==> src/rtl/sd_block_reader_pkg.sv <==
`default_nettype none
// ============================================================================
//  Module      : sd_block_reader_pkg
//  Description : Shared definitions for the SD block read path. Holds the
//                token byte values, err_code encodings, reader state
//                encodings and a small token classification helper.
//  Ports       : none (package)
//  Revision    : 1.0 - initial release
// ============================================================================
package sd_block_reader_pkg;

   // Token bytes seen on MISO
   localparam logic [7:0] SD_TOKEN_START = 8'hFE;
   localparam logic [7:0] SD_IDLE_BYTE   = 8'hFF;

   // err_code encodings
   localparam logic [1:0] ERR_NONE    = 2'b00;
   localparam logic [1:0] ERR_TIMEOUT = 2'b01;
   localparam logic [1:0] ERR_TOKEN   = 2'b10;

   // Reader state encodings
   typedef enum logic [2:0] {
      ST_IDLE   = 3'd0,
      ST_HUNT   = 3'd1,
      ST_DATA   = 3'd2,
      ST_CRC    = 3'd3,
      ST_FINISH = 3'd4
   } state_t;

   // A data error token has an all-zero upper nibble.
   function automatic logic is_error_token(input logic [7:0] b);
      return (b[7:4] == 4'h0);
   endfunction

endpackage
`default_nettype wire

==> src/rtl/sd_byte_fifo.sv <==
`default_nettype none
// ============================================================================
//  Module      : sd_byte_fifo
//  Description : Synchronous byte FIFO. Write at cycle T is visible at the
//                read side at T+1. Push and pop in the same cycle are
//                accepted at any fill level; pop on empty is ignored.
//  Ports       : clk, rst      - clock, synchronous active-high reset (flush)
//                push, wr_data - write request and data
//                pop, rd_data  - read request and head byte (0 when empty)
//                full, empty   - fill flags
//                count         - current number of entries
//  Revision    : 1.0 - initial release
// ============================================================================
module sd_byte_fifo #(
   parameter int DEPTH = 16
) (
   input  logic                       clk,
   input  logic                       rst,
   input  logic                       push,
   input  logic [7:0]                 wr_data,
   input  logic                       pop,
   output logic [7:0]                 rd_data,
   output logic                       full,
   output logic                       empty,
   output logic [$clog2(DEPTH):0]     count
);

   localparam int c_aw = $clog2(DEPTH);
   localparam int c_cw = c_aw + 1;

   logic [7:0]      r_mem [DEPTH];
   logic [c_aw-1:0] r_wr_ptr;
   logic [c_aw-1:0] r_rd_ptr;
   logic [c_cw-1:0] r_count;

   logic w_pop_ok;
   logic w_push_ok;

   assign empty     = (r_count == '0);
   assign full      = (r_count == c_cw'(DEPTH));
   assign count     = r_count;
   assign w_pop_ok  = pop && !empty;
   // A pop in the same cycle frees the slot, so push is legal even when full.
   assign w_push_ok = push && (!full || w_pop_ok);
   assign rd_data   = empty ? 8'h00 : r_mem[r_rd_ptr];

   always_ff @(posedge clk) begin
      if (w_push_ok) begin
         r_mem[r_wr_ptr] <= wr_data;
      end
   end

   always_ff @(posedge clk) begin
      if (rst) begin
         r_wr_ptr <= '0;
         r_rd_ptr <= '0;
         r_count  <= '0;
      end else begin
         if (w_push_ok) begin
            r_wr_ptr <= r_wr_ptr + 1'b1;
         end
         if (w_pop_ok) begin
            r_rd_ptr <= r_rd_ptr + 1'b1;
         end
         case ({w_push_ok, w_pop_ok})
            2'b10:   r_count <= r_count + 1'b1;
            2'b01:   r_count <= r_count - 1'b1;
            default: r_count <= r_count;
         endcase
      end
   end

endmodule
`default_nettype wire

==> src/rtl/sd_block_reader.sv <==
`default_nettype none
// ============================================================================
//  Module      : sd_block_reader
//  Description : Reads one SD data block after CMD17. Polls the SPI byte
//                engine for the start token, streams the payload into an
//                output FIFO, captures the 16-bit CRC and reports timeout
//                or error-token aborts. Payload requests are only issued
//                when a FIFO slot is free, so a stalled consumer stalls SPI.
//  Ports       : MasterCLK, Reset          - clock, sync active-high reset
//                start                     - begin one block read
//                byte_req/byte_valid/byte_data - SPI byte engine handshake
//                out_valid/out_data/out_ready  - payload stream to consumer
//                busy, done, error, err_code   - status
//                crc                       - last received block CRC
//  Revision    : 1.0 - initial release
// ============================================================================
module sd_block_reader
   import sd_block_reader_pkg::*;
#(
   parameter int BLOCK_BYTES   = 512,
   parameter int TOKEN_TIMEOUT = 1024,
   parameter int FIFO_DEPTH    = 16
) (
   input  logic        MasterCLK,
   input  logic        Reset,
   input  logic        start,
   output logic        byte_req,
   input  logic        byte_valid,
   input  logic [7:0]  byte_data,
   output logic        out_valid,
   output logic [7:0]  out_data,
   input  logic        out_ready,
   output logic        busy,
   output logic        done,
   output logic        error,
   output logic [1:0]  err_code,
   output logic [15:0] crc
);

   localparam int c_cnt_max = (TOKEN_TIMEOUT > BLOCK_BYTES) ? TOKEN_TIMEOUT : BLOCK_BYTES;
   localparam int c_cnt_w   = $clog2(c_cnt_max + 1);
   localparam int c_fcw     = $clog2(FIFO_DEPTH) + 1;

   state_t               r_state;
   logic                 r_outstanding;
   logic                 r_byte_req;
   logic                 r_busy;
   logic                 r_done;
   logic                 r_error;
   logic [1:0]           r_err_code;
   logic [15:0]          r_crc;
   logic [7:0]           r_crc_hi;
   logic                 r_crc_second;
   logic [c_cnt_w-1:0]   r_count;

   logic                 w_accept;
   logic                 w_push;
   logic                 w_pop;
   logic                 w_full;
   logic                 w_empty;
   logic [c_fcw-1:0]     w_fifo_count;
   logic [c_fcw-1:0]     w_fill_after_push;

   // Only a strobe answering our own request is meaningful.
   assign w_accept          = byte_valid && r_outstanding;
   assign w_push            = w_accept && (r_state == ST_DATA);
   assign w_pop             = out_valid && out_ready;
   assign w_fill_after_push = w_fifo_count + c_fcw'(1);

   sd_byte_fifo #(
      .DEPTH (FIFO_DEPTH)
   ) u_fifo (
      .clk     (MasterCLK),
      .rst     (Reset),
      .push    (w_push),
      .wr_data (byte_data),
      .pop     (w_pop),
      .rd_data (out_data),
      .full    (w_full),
      .empty   (w_empty),
      .count   (w_fifo_count)
   );

   assign out_valid = !w_empty;
   assign byte_req  = r_byte_req;
   assign busy      = r_busy;
   assign done      = r_done;
   assign error     = r_error;
   assign err_code  = r_err_code;
   assign crc       = r_crc;

   always_ff @(posedge MasterCLK) begin
      if (Reset) begin
         r_state       <= ST_IDLE;
         r_outstanding <= 1'b0;
         r_byte_req    <= 1'b0;
         r_busy        <= 1'b0;
         r_done        <= 1'b0;
         r_error       <= 1'b0;
         r_err_code    <= ERR_NONE;
         r_crc         <= 16'h0000;
         r_crc_hi      <= 8'h00;
         r_crc_second  <= 1'b0;
         r_count       <= '0;
      end else begin
         r_byte_req <= 1'b0;
         r_done     <= 1'b0;
         r_error    <= 1'b0;

         case (r_state)
            ST_IDLE: begin
               if (start) begin
                  r_state       <= ST_HUNT;
                  r_busy        <= 1'b1;
                  r_byte_req    <= 1'b1;
                  r_outstanding <= 1'b1;
                  r_count       <= '0;
                  r_err_code    <= ERR_NONE;
                  r_crc_second  <= 1'b0;
               end
            end

            ST_HUNT: begin
               if (w_accept) begin
                  r_outstanding <= 1'b0;
                  if (byte_data == SD_TOKEN_START) begin
                     r_state <= ST_DATA;
                     r_count <= '0;
                  end else if (is_error_token(byte_data)) begin
                     r_state    <= ST_IDLE;
                     r_busy     <= 1'b0;
                     r_error    <= 1'b1;
                     r_err_code <= ERR_TOKEN;
                  end else if (r_count == c_cnt_w'(TOKEN_TIMEOUT - 1)) begin
                     r_state    <= ST_IDLE;
                     r_busy     <= 1'b0;
                     r_error    <= 1'b1;
                     r_err_code <= ERR_TIMEOUT;
                  end else begin
                     // Idle fill and unknown bytes both keep polling.
                     r_count       <= r_count + 1'b1;
                     r_byte_req    <= 1'b1;
                     r_outstanding <= 1'b1;
                  end
               end
            end

            ST_DATA: begin
               if (w_accept) begin
                  r_outstanding <= 1'b0;
                  if (r_count == c_cnt_w'(BLOCK_BYTES - 1)) begin
                     r_state       <= ST_CRC;
                     r_count       <= '0;
                     r_byte_req    <= 1'b1;
                     r_outstanding <= 1'b1;
                  end else begin
                     r_count <= r_count + 1'b1;
                     // The byte being pushed now already occupies a slot.
                     if (w_fill_after_push < c_fcw'(FIFO_DEPTH)) begin
                        r_byte_req    <= 1'b1;
                        r_outstanding <= 1'b1;
                     end
                  end
               end else if (!r_outstanding && !w_full) begin
                  r_byte_req    <= 1'b1;
                  r_outstanding <= 1'b1;
               end
            end

            ST_CRC: begin
               if (w_accept) begin
                  if (!r_crc_second) begin
                     r_crc_hi      <= byte_data;
                     r_crc_second  <= 1'b1;
                     r_byte_req    <= 1'b1;
                     r_outstanding <= 1'b1;
                  end else begin
                     r_outstanding <= 1'b0;
                     r_crc         <= {r_crc_hi, byte_data};
                     r_done        <= 1'b1;
                     r_busy        <= 1'b0;
                     r_state       <= ST_FINISH;
                  end
               end
            end

            ST_FINISH: begin
               r_state <= ST_IDLE;
            end

            default: begin
               r_state <= ST_IDLE;
            end
         endcase
      end
   end

endmodule
`default_nettype wire
==> config.mk <==
export PLATFORM = sky130hd
export DESIGN_NAME = sd_block_reader
export DESIGN_NICKNAME = d
export VERILOG_FILES = /design/src/rtl/sd_block_reader_pkg.sv /design/src/rtl/sd_byte_fifo.sv /design/src/rtl/sd_block_reader.sv
export SDC_FILE = /design/constraint.sdc
export NUM_CORES = 1
export LEC_CHECK = 0
export ABC_AREA = 1
export CAP_MARGIN = 25
export CORE_MARGIN = 2
export CORE_UTILIZATION = 58
export CTS_CLUSTER_SIZE = 20
export DETAILED_ROUTE_END_ITERATION = 12
export PLACE_DENSITY = 0.78
export SLEW_MARGIN = 20
export SYNTH_ARGS = -nofsm -noshare
export SYNTH_HDL_FRONTEND = slang
export SYNTH_SLANG_ARGS = --single-unit
==> constraint.sdc <==
create_clock -name MasterCLK -period 5 [get_ports MasterCLK]
set_input_delay 1 -clock MasterCLK [delete_from_list [all_inputs] [get_ports MasterCLK]]
set_output_delay 1 -clock MasterCLK [all_outputs]
set_load 0.005 [all_outputs]
==> flow_summary.ini, run 1 <==
[synth]
yosysTopAreaCellShare = 0.470
synth.top_cells.by_area = edfxtp_1 (47%), dfxtp_1 (15%), nor2_1 (7.1%)
synth_seq_cells = 191
synth_top_cell_by_area = edfxtp_1
synth_edf_count = 128
syn_inst = 793
async_flop_share = 0
synth_seq_area_share = 0.625
synth.yosys.warnings = 0
synth_area_sq_mm = 0.00817
ys_types = 37
synth_ff_type = edfxtp_1
synth_fp_nets = 816
avgSynthCellArea_sq_um = 10.3

[grt]
grt_max_degree = 65
antenna_found_initial = 0
grt_pass1_wl_mm = 30.3
grt_use_total = 0.265
grt-ovfl-total = 0
grt_pass1_vias = 5948

[timing]
finalHoldViolCount = 0
worst_slew_pin_slew_ps = 959
worst_slack_ps = 943
slew_headroom = 0.358
fin_crit_ps = 4060
drv_slew = 0
skew_ps = 8.53
max_freq_ghz = 0.246
setup_viol = 0
min_period_over_period = 0.811
grt_setup_unrepaired = no
final.setup.tns_ps = 0

[placement]
dp_worst_setup_slack_ps = 1340
place_congestion = 0.865
post-dp-hpwl_mm = 12.6
dp.cells = 992
port_buffers = 43

[worst_setup_path]
cp.depth = 7
r2r_slack_ps = 2590
required_ps = 4000
crit-reg2reg-capture = u_fifo.r_mem[14][0]
worstPathArrival_ps = 3060
worstSetupPathType = register to primary output
path_max_fanout = 20
crit_path_end_kind = primary output
critical_path.top_delay_family = buffers and inverters
endpoint = out_data[2]
cp_slowest_stage_delay_ps = 740
worstSetupStartpointType = register
cp_cell_sequence = buf_8 > buf_4 > o21ai_0 > o221ai_1 > nand3_1 > a21oi_1 > clkdlybuf4s50_1
slowest_stage = dfxtp_1
r2r_cells = 7
worstReg2RegStart = r_state[2]
critPathBufInv = 3

[finish]
multi_input_area_sq_mm = 0.00273
drive_above_1_share = 0.0923
n_antenna_cell = 0
fin_nets = 855
area_growth_pct = 14.3
fillers = 1010
regArea_sq_mm = 0.00511
fin_cells = 1025

[cts]
cts-root-buf = clkbuf_16
htreeDepth = 4
clockBufferDepth = 2
cts.sinks = 191
post_cts_buffers = 0
numCtsBuffers = 17
clk_latency_ps = 440
clkSlewWorstSetupHoldPaths_ps = 60
postCtsHoldBufs = 0
ctsResizeCount = 0
cts_tree = yes

[floorplanning]
dieArea_sq_mm = 0.0151
die_h_um = 123
core-area_sq_mm = 0.0138
ios = 44
rows = 43
die_x_um = 123
start_util = 0.591

[route]
routed_wl_mm = 19.1
via_per_inst = 6.04
drtIter0Drc = 766
routedWlPerCell_um = 18.7
drtPass1Iterations = 6
num_vias = 6187
antenna_left = 0
drc_errors = 0

[power_and_ir_drop]
p_leak_nw = 3.27
ir_drop_v = 0.000312
p_per_area_mw_per_mm2 = 468

[worst_hold_path]
hold_path.class = register to register

[run_status]
status = completed

[flow_run]
max-cap-violations = 0
synthesized netlist by cell type, drive strengths merged, types with 4 or more instances:
library cell	number
clkbuf	20
nor3	5
nand2	92
o21ai	79
o221ai	24
nor2	163
o211ai	8
o21a	8
o21bai	34
xor2	4
edfxtp	128
ha	10
buf	14
inv	46
nand4	8
nand3	39
a21oi	39
dfxtp	63
worst min-delay path by stage:
stage          slack, ps  cells after the start          startpoint                  to
6_report             470                      2  u_fifo.r_rd_ptr[3]  u_fifo.r_rd_ptr[3]
5_1_grt              490                      2        r_crc_second        r_crc_second
4_1_cts              480                      2  u_fifo.r_rd_ptr[3]  u_fifo.r_rd_ptr[3]
3_5_place_dp         460                      2  u_fifo.r_rd_ptr[3]  u_fifo.r_rd_ptr[3]
3_3_place_gp         450                      2        r_crc_second        r_crc_second
2_1_floorplan        440                      2  u_fifo.r_rd_ptr[3]            register
layer usage:
layer / part of all wire / wire length, um / up-vias / global-route usage
met3: 0.072 / 1370 / 47 / 0.0507
met4: 0.030 / 575 / 0 / 0.125
met1: 0.40 / 7570 / 2984 / 0.332
li1: - / - / 2862 / -
met2: 0.50 / 9630 / 294 / 0.444
met5: 0 / 0 / - / 0
cell families after synthesis:
logic type / share of synthesized area
and+or+nand+nor: 0.168
AOI/OAI and AO/OA: 0.147
DFF: 0.625
buffers and inverters: 0.0415
adders and majority gates: 0.0153
xor gates and xnor gates: 0.00429
sequential cells by signal (all words and copies together) (netlist names), 2 cells and up, named ones only:
register	flops
u_fifo.count	5
u_fifo.r_mem	128
u_fifo.r_rd_ptr	4
r_count	11
crc	16
u_fifo.r_wr_ptr	4
r_crc_hi	8
r_state	3
err_code	2
final cells by class:
| cell class | count | share of cell area |
|---|---|---|
| Inverter | 48 | 0.0194 |
| Tap cell | 180 | 0.0241 |
| Clock inverter | 8 | 0.00563 |
| Sequential cell | 191 | 0.547 |
| Clock buffer | 24 | 0.0550 |
| Multi-Input combinational cell | 520 | 0.292 |
| Timing Repair Buffer | 54 | 0.0571 |
tightest hold or removal path, delay by kind of cell (launching register included):
kind | cells | cell delay (ps)
AOI/OAI and AO/OA | 1 | 70
buffers and inverters | 1 | 60
DFF | 1 | 300
metrics by stage:
step / total power [mW] / utilization / hold WS, ps / cell area [sq um]
2_1_floorplan: 2.66 / - / 436 / 8170
6_report: 4.37 / 0.676 / 471 / 9340
4_1_cts: 4.35 / 0.674 / 477 / 9320
3_3_place_gp: 3.00 / 0.632 / 450 / 8740
3_5_place_dp: 3.07 / 0.633 / 465 / 8750
5_1_grt: 4.57 / 0.676 / 491 / 9340
placed cells by master (no fill, tap or decap), drive strengths merged, types with 4 or more instances in the layout:
cell             n
edfxtp         128
inv             48
buf             11
o211ai           8
dfxtp           63
ha              10
a21oi           39
nand4            8
nor3             5
clkinv           8
nor2           163
nand2           92
clkbuf          24
o21ai           79
o21bai          34
o221ai          24
o21a             8
xor2             4
nand3           39
clkdlybuf4s50   43
power by group:
group | total (mW) | internal, mW | switching (mW)
clock | 1.29 | 0.721 | 0.571
sequential | 1.84 | 1.75 | 0.0959
combinational | 1.23 | 0.497 | 0.736
total | 4.37 | 2.97 | 1.40
Note: power is estimated with default switching activity, not from simulation.
==> inputs of run 2 (changes only) <==
- CORE_UTILIZATION: 58 -> 54
- PLACE_DENSITY: 0.78 -> 0.76
- clock period: 5 -> 3.35 ns (I/O delays scaled with it)
==> flow_summary.ini, run 2 (synthesis gave the netlist of run 1 again) <==
[grt]
grt_use_total = 0.243
antenna_found_initial = 0
grt_max_degree = 65
grt_pass1_wl_mm = 30.2
grt-ovfl-total = 0
grt_pass1_vias = 5822

[timing]
min_period_over_period = 0.958
worst_slew_pin_slew_ps = 566
hold_ws_ps = 463
finalHoldViolCount = 0
setup_viol = 0
skew_ps = 12.0
max_freq_ghz = 0.312
final.setup.tns_ps = 0
drv_slew = 0
grt_setup_unrepaired = no
slew_headroom = 0.621
fin_crit_ps = 3210

[route]
via_per_inst = 5.83
drtPass1Iterations = 5
routedWlPerCell_um = 18.4
drc_errors = 0
antenna_left = 0
routed_wl_mm = 19.4
drtIter0Drc = 643
num_vias = 6141

[finish]
largest-register = u_fifo.r_mem
fin_cells = 1053
largest_register_ffs = 128
n_antenna_cell = 0
area_growth_pct = 17.1
fin_nets = 879
final_cell_mix = nor2_1 (155), edfxtp_1 (128), nand2_1 (82)
drive_above_1_share = 0.115
mostFrequentLayoutCell = nor2_1

[worst_setup_path]
path_max_fanout = 36
worstPathArrival_ps = 2540
worstSetupPathType = register to primary output
crit_path_end_kind = primary output
worstSetupStartpointType = register
required_ps = 2680

[floorplanning]
rows = 44
ios = 44
core-area_sq_mm = 0.0146
die_h_um = 127
die_x_um = 127
dieArea_sq_mm = 0.0161
start_util = 0.558

[cts]
htreeDepth = 4
clk_latency_ps = 430
cts_tree = yes
clockBufferDepth = 2
clkSlewWorstSetupHoldPaths_ps = 70
postCtsHoldBufs = 0
numCtsBuffers = 17
cts-root-buf = clkbuf_16
cts.sinks = 191

[flow_run]
max-cap-violations = 0

[power_and_ir_drop]
clockPowerShare = 0.301
switchingPower_mw = 2.12
p_leak_nw = 3.40
switching_share = 0.318
combPwrFrac = 0.291
p_per_area_mw_per_mm2 = 697
ir_drop_v = 0.000443
internal_power_mw = 4.55
power.total_mw = 6.67
p_seq_frac = 0.408

[worst_hold_path]
hold_path.class = register to register

[run_status]
status = completed

[placement]
post-dp-hpwl_mm = 12.8
port_buffers = 43
dp.cells = 1020
place_congestion = 0.874
==> run 2: timing repair <==
action / in CTS / in global routing
endpoints found under the setup margin: 5 / 1
gates cloned: 0 / 0
setup buffers: 0 / 1
resized for setup: 2 / 2
==> run 2: per-layer routing <==
layer / part of all wire / vias up / GRT usage
met5: 0 / - / 0
met4: 0.021 / 0 / 0.0802
met3: 0.077 / 32 / 0.0490
met2: 0.49 / 293 / 0.407
met1: 0.41 / 2905 / 0.321
li1: - / 2911 / -
==> run 2: worst paths after layout <==
kind / startpoint / end / slack (ps) / cells past startpoint
worst max-delay path: register / out_data[1] / 140 / 7
worst max register to register: u_fifo.count[0] / u_fifo.count[4] / 910 / 10
worst min register to register: r_crc_second / r_crc_second / 460 / 2
worst min-delay path: r_crc_second / r_crc_second / 460 / 2
==> run 2: final cells by class <==
| cell class | instances | area (sq um) |
|---|---|---|
| inverter | 48 | 181 |
| clock buffer | 23 | 480 |
| tap | 184 | 230 |
| sequential | 191 | 5110 |
| clock inverter | 9 | 105 |
| fill | 1112 | 5080 |
| timing repair buffer | 78 | 733 |
| multi-input combinational | 520 | 2730 |
==> run 2: power by group through the flow <==
stage | combinational, mW | clock (mW) | sequential [mW]
floorplan | 1.26 | 0 | 2.72
global placement | 1.78 | 0 | 2.77
detailed placement | 1.85 | 0 | 2.79
CTS | 1.87 | 2.03 | 2.74
global route | 2.13 | 2.13 | 2.73
finish | 1.94 | 2.01 | 2.72
==> run 2: through the flow <==
stage	util	worst slack (ps)	area, sq um
after floorplan	-	1130	8170
after global placement	0.612	508	8960
after detailed placement	0.612	416	8960
after CTS	0.652	113	9550
after global routing	0.653	67.8	9570
final	0.653	142	9570
==> run 2: worst max-delay path, stage by stage (launching register included) <==
cell,delay [ps]
dfxtp_4,430
inv_2,110
buf_8,230
o21ai_0,170
o211ai_1,150
nand3_1,120
a21oi_1,290
clkdlybuf4s50_1,570
==> inputs of run 3 (changes only) <==
- CORE_MARGIN: 2 -> 1.5
==> flow_summary.ini, run 3 (synthesis gave the netlist of run 1 again) <==
[worst_setup_path]
worstSetupStartpointType = register
crit_path_end_kind = primary output
crit-reg2reg-capture = u_fifo.count[4]
worstReg2RegStart = u_fifo.count[0]
required_ps = 2680
path_max_fanout = 20
worstPathArrival_ps = 2490
r2r_cells = 10
worstSetupPathType = register to primary output
r2r_slack_ps = 1020

[run_status]
status = finished, violations left
violations = DRC

[cts]
numCtsBuffers = 17
postCtsHoldBufs = 0
cts-root-buf = clkbuf_16
cts_tree = yes
clk_latency_ps = 430
clockBufferDepth = 2
clkSlewWorstSetupHoldPaths_ps = 60
htreeDepth = 4
cts.sinks = 191
ctsResizeCount = 0
post_cts_buffers = 0

[floorplanning]
core-area_sq_mm = 0.0146
ios = 44
rows = 44
dieArea_sq_mm = 0.0159
die_h_um = 126
die_x_um = 126
start_util = 0.558

[finish]
largest_register_ffs = 128
area_growth_pct = 17.1
drive_above_1_share = 0.117
mostFrequentLayoutCell = nor2_1
regArea_sq_mm = 0.00511
final_cell_mix = nor2_1 (155), edfxtp_1 (128), nand2_1 (82)
fin_area_sq_mm = 0.00957
fillers = 1075
fin_nets = 880
n_antenna_cell = 0
largest-register = u_fifo.r_mem
multi_input_area_sq_mm = 0.00273

[route]
routedWlPerCell_um = 18.4
via_per_inst = 5.82
drc_errors = 2
antenna_left = 0
routed_wl_mm = 19.4
drtPass1Iterations = 9
num_vias = 6137
drtIter0Drc = 819

[timing]
slew_headroom = 0.616
worst_slew_pin_slew_ps = 574
grt_setup_unrepaired = no
min_period_over_period = 0.944
max_freq_ghz = 0.316
final.setup.tns_ps = 0
fin_crit_ps = 3160
setup_viol = 0
finalHoldViolCount = 0
skew_ps = 8.89
worst_slack_ps = 187
drv_slew = 0

[power_and_ir_drop]
p_per_area_mw_per_mm2 = 691
p_leak_nw = 3.40
ir_drop_v = 0.000448
power.total_mw = 6.61

[grt]
grt_max_degree = 65
grt_use_total = 0.252
grt-ovfl-total = 0
antenna_found_initial = 0
grt_pass1_vias = 5932
grt_pass1_wl_mm = 30.4

[placement]
post-dp-hpwl_mm = 13.3
placed_cell_area_sq_mm = 0.00897
port_buffers = 43
place_congestion = 0.918
dp_worst_setup_slack_ps = 514

[worst_hold_path]
hold_end = r_crc_second
hold_path.startpoint = r_crc_second
hold_path.class = register to register
holdPathStages = 2

[flow_run]
max-cap-violations = 0
run 3: changes by cell type in the layout (fill, tap and decap cells not counted):
| cell | previous run | this run |
|---|---|---|
| buf_4 | 30 | 34 |
| clkinv_4 | 0 | 3 |
| buf_6 | 2 | 0 |
| inv_4 | 3 | 1 |
| inv_6 | 1 | 3 |
| buf_8 | 1 | 0 |
| clkbuf_1 | 3 | 2 |
| clkbuf_16 | 18 | 17 |
| clkbuf_2 | 1 | 0 |
| clkbuf_8 | 1 | 2 |
| inv_2 | 10 | 9 |
run 3: per-layer routing:
layer / track usage / up-vias / share of wire
met3: 0.0472 / 37 / 0.064
met1: 0.321 / 2946 / 0.41
met4: 0.114 / 0 / 0.033
met2: 0.422 / 241 / 0.49
met5: 0 / - / 0
li1: - / 2913 / -
run 3: power by group:
group / switching, mW / leakage (nW) / internal, mW / total [mW]
clock network: 0.868 / 0.288 / 1.15 / 2.02
registers: 0.105 / 1.66 / 2.61 / 2.71
logic: 1.13 / 1.45 / 0.759 / 1.88
run 3: per-stage QoR:
| step | hold WS [ps] | instances | util |
|---|---|---|---|
| final | 464 | 1054 | 0.653 |
| after CTS | 470 | 1054 | 0.653 |
| after detailed placement | 461 | 1022 | 0.613 |
| after global routing | 492 | 1054 | 0.653 |
| after floorplan | 436 | 793 | - |
| after global placement | 451 | 1022 | 0.613 |
run 3: cell type report:
| cell class | count | area share |
|---|---|---|
| sequential | 191 | 0.534 |
| multi-input combinational | 520 | 0.285 |
| timing repair buffer | 79 | 0.0758 |
| clock buffer | 21 | 0.0481 |
| tap | 184 | 0.0241 |
| inverter | 48 | 0.0192 |
| clock inverter | 11 | 0.0136 |
run 3: worst max-delay path by stage:
stage / startpoint / endpoint
after global routing: register / out_data[2]
after CTS: register / out_data[4]
after global placement: register / out_data[1]
final: register / out_data[4]
after floorplan: byte_valid / u_fifo.count[4]
after detailed placement: register / out_data[2]
run 3: worst max-delay path, stage by stage (launching register included):
cell and delay, ps:
dfxtp_4 410, inv_4 200, buf_4 230, o21bai_1 90, o221ai_1 200, nand3_1 130
a21oi_1 250, clkdlybuf4s50_1 550
